### src/rtl/ram_port_arbiter_pkg.sv
// Shared types for the unified-RAM data-port arbiter: owner and FSM state
// encodings, default bus widths and the latency counter width.
package ram_port_arbiter_pkg;

    localparam int MEM_AW = 32;
    localparam int MEM_DW = 32;
    // Wide enough for RD_LAT-1 with RD_LAT up to 7.
    localparam int CNT_W  = 3;

    typedef enum logic {
        OWN_BIOS = 1'b0,
        OWN_CORE = 1'b1
    } owner_e;

    typedef enum logic {
        IDLE  = 1'b0,
        RWAIT = 1'b1
    } arb_state_e;

    function automatic owner_e other_owner(input owner_e o);
        return (o == OWN_BIOS) ? OWN_CORE : OWN_BIOS;
    endfunction

endpackage

### src/rtl/ram_port_arbiter_if.sv
// Bus bundle between the two requesters (BIOS, core), the arbiter and the
// RAM data port. slave = arbiter view, master = environment view.
interface ram_port_arbiter_if
    import ram_port_arbiter_pkg::*;
#(
    parameter int AW = MEM_AW,
    parameter int DW = MEM_DW
);
    // BIOS requester
    logic              i_b_req;
    logic              i_b_we;
    logic [DW/8-1:0]   i_b_be;
    logic [AW-1:0]     i_b_addr;
    logic [DW-1:0]     i_b_wdata;
    logic              o_b_gnt;
    logic              o_b_rvalid;
    logic [DW-1:0]     o_b_rdata;
    // Core load/store requester
    logic              i_c_req;
    logic              i_c_we;
    logic [DW/8-1:0]   i_c_be;
    logic [AW-1:0]     i_c_addr;
    logic [DW-1:0]     i_c_wdata;
    logic              o_c_gnt;
    logic              o_c_rvalid;
    logic [DW-1:0]     o_c_rdata;
    // RAM data port
    logic              o_read_req;
    logic [AW-1:0]     o_read_addr;
    logic [DW-1:0]     i_read_data;
    logic              o_write_enable;
    logic [DW/8-1:0]   o_byte_enable;
    logic [AW-1:0]     o_write_addr;
    logic [DW-1:0]     o_write_data;
    logic              o_busy;

    modport slave (
        input  i_b_req, i_b_we, i_b_be, i_b_addr, i_b_wdata,
        output o_b_gnt, o_b_rvalid, o_b_rdata,
        input  i_c_req, i_c_we, i_c_be, i_c_addr, i_c_wdata,
        output o_c_gnt, o_c_rvalid, o_c_rdata,
        output o_read_req, o_read_addr,
        input  i_read_data,
        output o_write_enable, o_byte_enable, o_write_addr, o_write_data,
        output o_busy
    );

    modport master (
        output i_b_req, i_b_we, i_b_be, i_b_addr, i_b_wdata,
        input  o_b_gnt, o_b_rvalid, o_b_rdata,
        output i_c_req, i_c_we, i_c_be, i_c_addr, i_c_wdata,
        input  o_c_gnt, o_c_rvalid, o_c_rdata,
        input  o_read_req, o_read_addr,
        output i_read_data,
        input  o_write_enable, o_byte_enable, o_write_addr, o_write_data,
        input  o_busy
    );

endinterface

### src/rtl/ram_port_arbiter_rr2.sv
// Two-way round-robin pick between BIOS and core. mask_c removes the core
// from arbitration entirely (used while the BIOS still owns the port).
module ram_port_arbiter_rr2
    import ram_port_arbiter_pkg::*;
(
    input  logic   req_b,
    input  logic   req_c,
    input  logic   mask_c,
    input  owner_e ptr,
    output logic   valid,
    output owner_e winner
);

    logic c_ok;

    // Pick a single winner; on a tie the pointer decides.
    always_comb begin
        c_ok   = req_c & ~mask_c;
        valid  = req_b | c_ok;
        winner = OWN_BIOS;
        if (req_b && c_ok) begin
            winner = ptr;
        end else if (c_ok) begin
            winner = OWN_CORE;
        end
    end

endmodule

### src/rtl/ram_port_arbiter.sv
// Arbitrates the unified RAM data port between the BIOS loader and the core
// load/store unit. Writes complete in the grant cycle; reads park the FSM in
// RWAIT for RD_LAT cycles and return data to the requester that issued them.
// RD_LAT must lie in 1..7.
module ram_port_arbiter
    import ram_port_arbiter_pkg::*;
#(
    parameter int AW     = MEM_AW,
    parameter int DW     = MEM_DW,
    parameter int RD_LAT = 1
) (
    input  logic              clk,
    input  logic              rst_n,
    input  logic              clk_en,
    input  logic              i_booted,
    ram_port_arbiter_if.slave bus
);

    localparam int BW = DW / 8;

    typedef struct packed {
        logic          we;
        logic [BW-1:0] be;
        logic [AW-1:0] addr;
        logic [DW-1:0] wdata;
    } mem_req_t;

    arb_state_e       state;
    owner_e           owner;
    owner_e           rr_ptr;
    owner_e           winner;
    logic [CNT_W-1:0] cnt;
    logic [DW-1:0]    b_rdata_q;
    logic [DW-1:0]    c_rdata_q;
    logic             run;
    logic             pick_valid;
    logic             grant;
    logic             rd_done;
    mem_req_t         b_req_s;
    mem_req_t         c_req_s;
    mem_req_t         win_req;

    // Nothing may be granted or returned while frozen or held in reset.
    assign run = clk_en & rst_n;

    assign b_req_s = {bus.i_b_we, bus.i_b_be, bus.i_b_addr, bus.i_b_wdata};
    assign c_req_s = {bus.i_c_we, bus.i_c_be, bus.i_c_addr, bus.i_c_wdata};

    ram_port_arbiter_rr2 u_rr2 (
        .req_b  (bus.i_b_req),
        .req_c  (bus.i_c_req),
        .mask_c (~i_booted),
        .ptr    (rr_ptr),
        .valid  (pick_valid),
        .winner (winner)
    );

    assign grant   = run & (state == IDLE) & pick_valid;
    assign win_req = (winner == OWN_CORE) ? c_req_s : b_req_s;

    // Same-cycle grant and RAM strobes driven from the winning request.
    always_comb begin
        // NOTE: every output gets a default first so no path infers a latch.
        bus.o_b_gnt        = 1'b0;
        bus.o_c_gnt        = 1'b0;
        bus.o_read_req     = 1'b0;
        bus.o_read_addr    = '0;
        bus.o_write_enable = 1'b0;
        bus.o_byte_enable  = '0;
        bus.o_write_addr   = '0;
        bus.o_write_data   = '0;
        if (grant) begin
            bus.o_b_gnt = (winner == OWN_BIOS);
            bus.o_c_gnt = (winner == OWN_CORE);
            if (win_req.we) begin
                bus.o_write_enable = 1'b1;
                bus.o_byte_enable  = win_req.be;
                bus.o_write_addr   = win_req.addr;
                bus.o_write_data   = win_req.wdata;
            end else begin
                bus.o_read_req  = 1'b1;
                bus.o_read_addr = win_req.addr;
            end
        end
    end

    // Read return: the pulse coincides with valid RAM data, which is
    // forwarded straight through while the owner's register captures it.
    assign rd_done        = run & (state == RWAIT) & (cnt == '0);
    assign bus.o_b_rvalid = rd_done & (owner == OWN_BIOS);
    assign bus.o_c_rvalid = rd_done & (owner == OWN_CORE);
    assign bus.o_b_rdata  = bus.o_b_rvalid ? bus.i_read_data : b_rdata_q;
    assign bus.o_c_rdata  = bus.o_c_rvalid ? bus.i_read_data : c_rdata_q;
    assign bus.o_busy     = (state == RWAIT);

    // Arbitration FSM with latency counter, owner, rr pointer and rdata registers.
    always_ff @(posedge clk or negedge rst_n) begin
        if (!rst_n) begin
            state     <= IDLE;
            owner     <= OWN_BIOS;
            rr_ptr    <= OWN_BIOS;
            cnt       <= '0;
            // NOTE: the rdata registers are visible outputs, so they are reset too.
            b_rdata_q <= '0;
            c_rdata_q <= '0;
        end else if (clk_en) begin
            // NOTE: non-blocking assignments so every register samples pre-edge values.
            case (state)
                IDLE: begin
                    if (grant) begin
                        if (i_booted) begin
                            rr_ptr <= other_owner(winner);
                        end
                        if (!win_req.we) begin
                            owner <= winner;
                            cnt   <= CNT_W'(RD_LAT - 1);
                            state <= RWAIT;
                        end
                    end
                end
                RWAIT: begin
                    if (cnt == '0) begin
                        if (owner == OWN_BIOS) begin
                            b_rdata_q <= bus.i_read_data;
                        end else begin
                            c_rdata_q <= bus.i_read_data;
                        end
                        state <= IDLE;
                    end else begin
                        cnt <= cnt - 1'b1;
                    end
                end
                default: state <= IDLE;
            endcase
        end
    end

endmodule

### src/flat_wrapper.sv
// flat-port wrapper written by rule: the top's interface ports become plain ports
module ram_port_arbiter_flat import ram_port_arbiter_pkg::*;
#(
    parameter int AW     = MEM_AW,
    parameter int DW     = MEM_DW,
    parameter int RD_LAT = 1
)
  (clk, rst_n, clk_en, i_booted, bus_i_b_req, bus_i_b_we, bus_i_b_be, bus_i_b_addr, bus_i_b_wdata, bus_o_b_gnt, bus_o_b_rvalid, bus_o_b_rdata, bus_i_c_req, bus_i_c_we, bus_i_c_be, bus_i_c_addr, bus_i_c_wdata, bus_o_c_gnt, bus_o_c_rvalid, bus_o_c_rdata, bus_o_read_req, bus_o_read_addr, bus_i_read_data, bus_o_write_enable, bus_o_byte_enable, bus_o_write_addr, bus_o_write_data, bus_o_busy);
  ram_port_arbiter_if #(.AW(AW), .DW(DW)) bus_i ();
  input  logic clk;
  input  logic rst_n;
  input  logic clk_en;
  input  logic i_booted;
  input wire logic [$bits(bus_i.i_b_req)-1:0] bus_i_b_req;
  input wire logic [$bits(bus_i.i_b_we)-1:0] bus_i_b_we;
  input wire logic [$bits(bus_i.i_b_be)-1:0] bus_i_b_be;
  input wire logic [$bits(bus_i.i_b_addr)-1:0] bus_i_b_addr;
  input wire logic [$bits(bus_i.i_b_wdata)-1:0] bus_i_b_wdata;
  output wire logic [$bits(bus_i.o_b_gnt)-1:0] bus_o_b_gnt;
  output wire logic [$bits(bus_i.o_b_rvalid)-1:0] bus_o_b_rvalid;
  output wire logic [$bits(bus_i.o_b_rdata)-1:0] bus_o_b_rdata;
  input wire logic [$bits(bus_i.i_c_req)-1:0] bus_i_c_req;
  input wire logic [$bits(bus_i.i_c_we)-1:0] bus_i_c_we;
  input wire logic [$bits(bus_i.i_c_be)-1:0] bus_i_c_be;
  input wire logic [$bits(bus_i.i_c_addr)-1:0] bus_i_c_addr;
  input wire logic [$bits(bus_i.i_c_wdata)-1:0] bus_i_c_wdata;
  output wire logic [$bits(bus_i.o_c_gnt)-1:0] bus_o_c_gnt;
  output wire logic [$bits(bus_i.o_c_rvalid)-1:0] bus_o_c_rvalid;
  output wire logic [$bits(bus_i.o_c_rdata)-1:0] bus_o_c_rdata;
  output wire logic [$bits(bus_i.o_read_req)-1:0] bus_o_read_req;
  output wire logic [$bits(bus_i.o_read_addr)-1:0] bus_o_read_addr;
  input wire logic [$bits(bus_i.i_read_data)-1:0] bus_i_read_data;
  output wire logic [$bits(bus_i.o_write_enable)-1:0] bus_o_write_enable;
  output wire logic [$bits(bus_i.o_byte_enable)-1:0] bus_o_byte_enable;
  output wire logic [$bits(bus_i.o_write_addr)-1:0] bus_o_write_addr;
  output wire logic [$bits(bus_i.o_write_data)-1:0] bus_o_write_data;
  output wire logic [$bits(bus_i.o_busy)-1:0] bus_o_busy;
  assign bus_i.i_b_req = bus_i_b_req;
  assign bus_i.i_b_we = bus_i_b_we;
  assign bus_i.i_b_be = bus_i_b_be;
  assign bus_i.i_b_addr = bus_i_b_addr;
  assign bus_i.i_b_wdata = bus_i_b_wdata;
  assign bus_o_b_gnt = bus_i.o_b_gnt;
  assign bus_o_b_rvalid = bus_i.o_b_rvalid;
  assign bus_o_b_rdata = bus_i.o_b_rdata;
  assign bus_i.i_c_req = bus_i_c_req;
  assign bus_i.i_c_we = bus_i_c_we;
  assign bus_i.i_c_be = bus_i_c_be;
  assign bus_i.i_c_addr = bus_i_c_addr;
  assign bus_i.i_c_wdata = bus_i_c_wdata;
  assign bus_o_c_gnt = bus_i.o_c_gnt;
  assign bus_o_c_rvalid = bus_i.o_c_rvalid;
  assign bus_o_c_rdata = bus_i.o_c_rdata;
  assign bus_o_read_req = bus_i.o_read_req;
  assign bus_o_read_addr = bus_i.o_read_addr;
  assign bus_i.i_read_data = bus_i_read_data;
  assign bus_o_write_enable = bus_i.o_write_enable;
  assign bus_o_byte_enable = bus_i.o_byte_enable;
  assign bus_o_write_addr = bus_i.o_write_addr;
  assign bus_o_write_data = bus_i.o_write_data;
  assign bus_o_busy = bus_i.o_busy;
  ram_port_arbiter #(.AW(AW), .DW(DW), .RD_LAT(RD_LAT)) u_core (.clk(clk), .rst_n(rst_n), .clk_en(clk_en), .i_booted(i_booted), .bus(bus_i));
endmodule
### config.mk
export PLATFORM = sky130hd
export DESIGN_NAME = ram_port_arbiter_flat
export DESIGN_NICKNAME = d
export VERILOG_FILES = /design/src/rtl/ram_port_arbiter_pkg.sv /design/src/rtl/ram_port_arbiter_if.sv /design/src/rtl/ram_port_arbiter_rr2.sv /design/src/rtl/ram_port_arbiter.sv /design/src/flat_wrapper.sv
export SDC_FILE = /design/constraint.sdc
export NUM_CORES = 1
export LEC_CHECK = 0
export BUFFER_PORTS_ARGS = -buffer_cell sky130_fd_sc_hd__clkbuf_2
export CAP_MARGIN = 30
export CORE_AREA = 8 8 129 131
export DETAILED_ROUTE_END_ITERATION = 10
export DIE_AREA = 0 0 137 139
export GPL_TIMING_DRIVEN = 0
export PLACE_DENSITY = 0.78
export SETUP_SLACK_MARGIN = 0.2
export SYNTH_ARGS = -nofsm -noshare
export SYNTH_HDL_FRONTEND = slang
export SYNTH_SLANG_ARGS = --single-unit
### constraint.sdc
create_clock -name clk -period 2.5 [get_ports clk]
set_clock_uncertainty 0.1 [all_clocks]
set_input_delay 0.375 -clock clk [delete_from_list [all_inputs] [get_ports clk]]
set_output_delay 0.375 -clock clk [all_outputs]
set_load 0.01 [all_outputs]
==> summary.txt <==
Worst hold path
  • Hold Crit Depth: 2
  • Hold Crit Class: in2reg
  • Hold Path Sink: u_core.c_rdata_q[14]
  • Hold Path Origin: bus_i_read_data[14]

Routing
  • Vias/cell: 5.14
  • Antenna viol nets, final: 0
  • Initial DRC Count: 245
  • Final wirelength: 23900 um
  • First drt pass iteration count: 4
  • Per-cell routed wire length: 21.9 um
  • # DRC: 0
  • Via Count: 5609

Setup path
  • Crit path required time: 2.03 ns
  • CP Capture Type: output pin
  • R2R Setup Slk: 0.32 ns
  • R2r endpoint: u_core.b_rdata_q[10]
  • Max FO, Critical Path: 5
  • Setup CP Type: reg2out
  • FF-to-FF Start: u_core.cnt[1]
  • Worst-case reg-to-reg path depth: 8
  • Crit start category: flip-flop
  • Crit path launch: u_core.cnt[1]
  • Arr. time, crit path: 2.15 ns

Floorplanning
  • Initial Util: 33.9%
  • Core ar.: 14800 sq um
  • Die H: 139 um
  • Die Width: 137 um
  • Top-Level Pins: 347
  • Die footprint: 19000 sq um
  • Rows: 45

Pwr
  • Maximum vdd drop: 0.000463 V
  • Pwr Density: 693 nW/um^2
  • Lkg Pwr: 4.62 nW

Synth
  • Post-Syn Instances: 490
  • Yosys cell types: 34
  • Synthesis Warnings: 0
  • Mean Syn Cell Area: 10.2 sq um
  • Share of the synthesized area in the top cell type: 35.0%
  • Most common cell in the netlist: mux2_2
  • Synth Net Count: 668
  • Seq/Total Area, Yosys: 35.0%
  • Ys async rst share: 100%
  • Mapped cell area: 5010 sq um
  • Cell taking the most area after synthesis: dfrtp_1
  • Number of synthesized flops with an enable pin: 0
  • Most instantiated cells after synthesis: mux2_2 (128), nand2_1 (77), dfrtp_1 (70)
  • Synth Register Bits: 70
  • Area contributors post-synth: dfrtp_1 (35%), mux2_2 (29%), mux2i_1 (6.4%)
  • Main synth FF type: dfrtp_1

Global route
  • GRT Util Overall: 22.1%
  • GRT overflow: 0
  • First-pass GRT wire length: 32900 um
  • Initial antenna violation count: 0
  • Largest net degree at the start of global routing: 38
  • Vias in the first global route: 6117

Timing
  • Post-route setup slack: -0.126 ns
  • # setup viols final: 75
  • Fmax achieved: 381 MHz
  • Worst-Margin Slew: 0.359 ns
  • Final slew viol count: 0
  • Crit path time final: 2.63 ns
  • Fin crit share: 105%
  • Hold Fails Final Rpt: 0
  • Slew HR: 75.9%
  • Unrepaired setup endpoints after global routing: true

Clock tree
  • CTS tree: built
  • Cts bufs inserted: 9
  • Worst-skew pair later-pin latency: 0.33 ns
  • Clock sinks: 70
  • Clock H-tree levels: 3
  • Clk pin slew, worst setup/hold paths: 0.06 ns
  • Clock root buffer: clkbuf_16
  • CTS max path bufs: 2

Cells and area
  • Final Instance Area: 9530 sq um
  • Finished Core Util: 64.6%
  • Layout net count: 1077
  • Antenna Cells: 0
  • Cell Count, Final, Fillers Out: 1091
  • Area Overhead vs Synth: 90.3%
  • Share of layout cells above drive strength 1: 80.8%

Flow run
  • Max_cap viols: 0

Placement
  • Pre-CTS WS: -0.276 ns
  • DP HPWL: 15800 um
  • Inst Count DP: 1024
  • Routability cong.: 0.867
  • Port bufs: 345
  • DP Area: 6990 sq um

Status
  • Outcome: finished, violations left
  • Violated checks: setup timing
[per-layer routing]
layer	vias to the layer above	GRT usage (%)	part of all wire, %
li1	2571	-	-
met1	2677	23.7	37
met2	292	37.8	52
met3	69	7.54	8.0
met4	0	10.2	3.5
met5	-	0	0
[cell families (layout without fill, tap and decap cells)]
kind of cell	Yosys count	in the layout	share of synthesized area [%]
AOI/OAI and AO/OA	47	48	5.30
DFF	70	70	35.0
adders and majority gates	2	2	0.500
and+or+nand+nor	161	161	18.0
muxes	160	160	35.2
buffers and inverters	50	462	6.02
[power breakdown]
group / switching [mW] / total, mW / leakage, nW / internal [mW]
Combinational: 1.43 / 3.41 / 3.61 / 1.98
Clock: 0.487 / 1.28 / 0.141 / 0.795
Sequential: 0.279 / 1.91 / 0.866 / 1.63
[area by class of cell]
type | instances | area, sq um
clock inverter | 5 | 58.8
clock buffer | 10 | 239
tap | 188 | 235
multi-input combinational | 371 | 3890
inverter | 7 | 26.3
sequential | 70 | 1750
fill | 1121 | 5230
timing repair buffer | 397 | 2770
buffer | 43 | 556
[worst max path at each step]
| stage | endpoint | depth (start not counted) | slack, ns |
|---|---|---|---|
| 2_1_floorplan | bus_o_c_rdata[10] | 8 | 0.33 |
| 4_1_cts | bus_o_b_rdata[19] | 9 | -0.15 |
| 3_5_place_dp | bus_o_byte_enable[2] | 7 | -0.28 |
| 5_1_grt | bus_o_b_rdata[13] | 9 | -0.22 |
| 3_3_place_gp | bus_o_byte_enable[2] | 7 | -1.29 |
| 6_report | bus_o_b_rdata[13] | 9 | -0.13 |
[cells in the final DEF (no fill, tap or decap), types with 2 or more instances in the layout]
cell and n:
buf_16 6, clkbuf_16 15, dfrtp_1 70, buf_2 96
nor3_1 10, nand4_1 2, clkbuf_2 213, o21bai_4 2
nor2_1 3, buf_6 69, buf_12 17, buf_4 19
o21ai_0 2, nor3_4 11, mux2_4 32, a21oi_2 30
nand2_1 74, mux2i_4 25, a31oi_1 2, a21oi_4 6
a31o_2 3, nor3b_1 2, clkbuf_8 3, nor3_2 43
clkinvlp_4 2, inv_2 4, nand2_4 2, inv_1 3
ha_4 2, buf_8 11, nand3b_1 2, mux2i_2 7
nor2_4 3, mux2_2 96
[what timing repair did]
action / 4_1_cts / 5_1_grt
pin swaps: 35 / 19
gates resized for setup: 210 / 279
cloned: 11 / 5
hold buffers: 2 / 0
setup endpoints to repair: 170 / 169
endpoints found under the hold margin: 33 / 0
setup buffers: 26 / 8
[registers in the layout (all words and copies together) (netlist names)]
register and count:
u_core.owner 1, u_core.bus.o_busy 1, u_core.cnt 3, u_core.b_rdata_q 32
u_core.c_rdata_q 32, u_core.rr_ptr 1
[through the flow]
| step | total power, mW | hold WS [ns] | setup TNS [ns] |
|---|---|---|---|
| floorplan | 3.33 | -0.0206 | 0 |
| global placement | 4.25 | 0.365 | -187.68 |
| detailed placement | 4.36 | 0.312 | -17.08 |
| CTS | 6.02 | 0.209 | -6.91 |
| global route | 6.93 | 0.212 | -15.25 |
| finish | 6.60 | 0.221 | -5.92 |
[worst max-delay path: stages, from the launching register on]
cell and delay [ns]:
dfrtp_1 0.38, inv_2 0.07, ha_4 0.14, ha_4 0.12, nand4_1 0.16, nor2_4 0.19
buf_12 0.16, clkbuf_16 0.15, mux2_4 0.31, buf_6 0.13
Power figures use the tool's default switching activity.
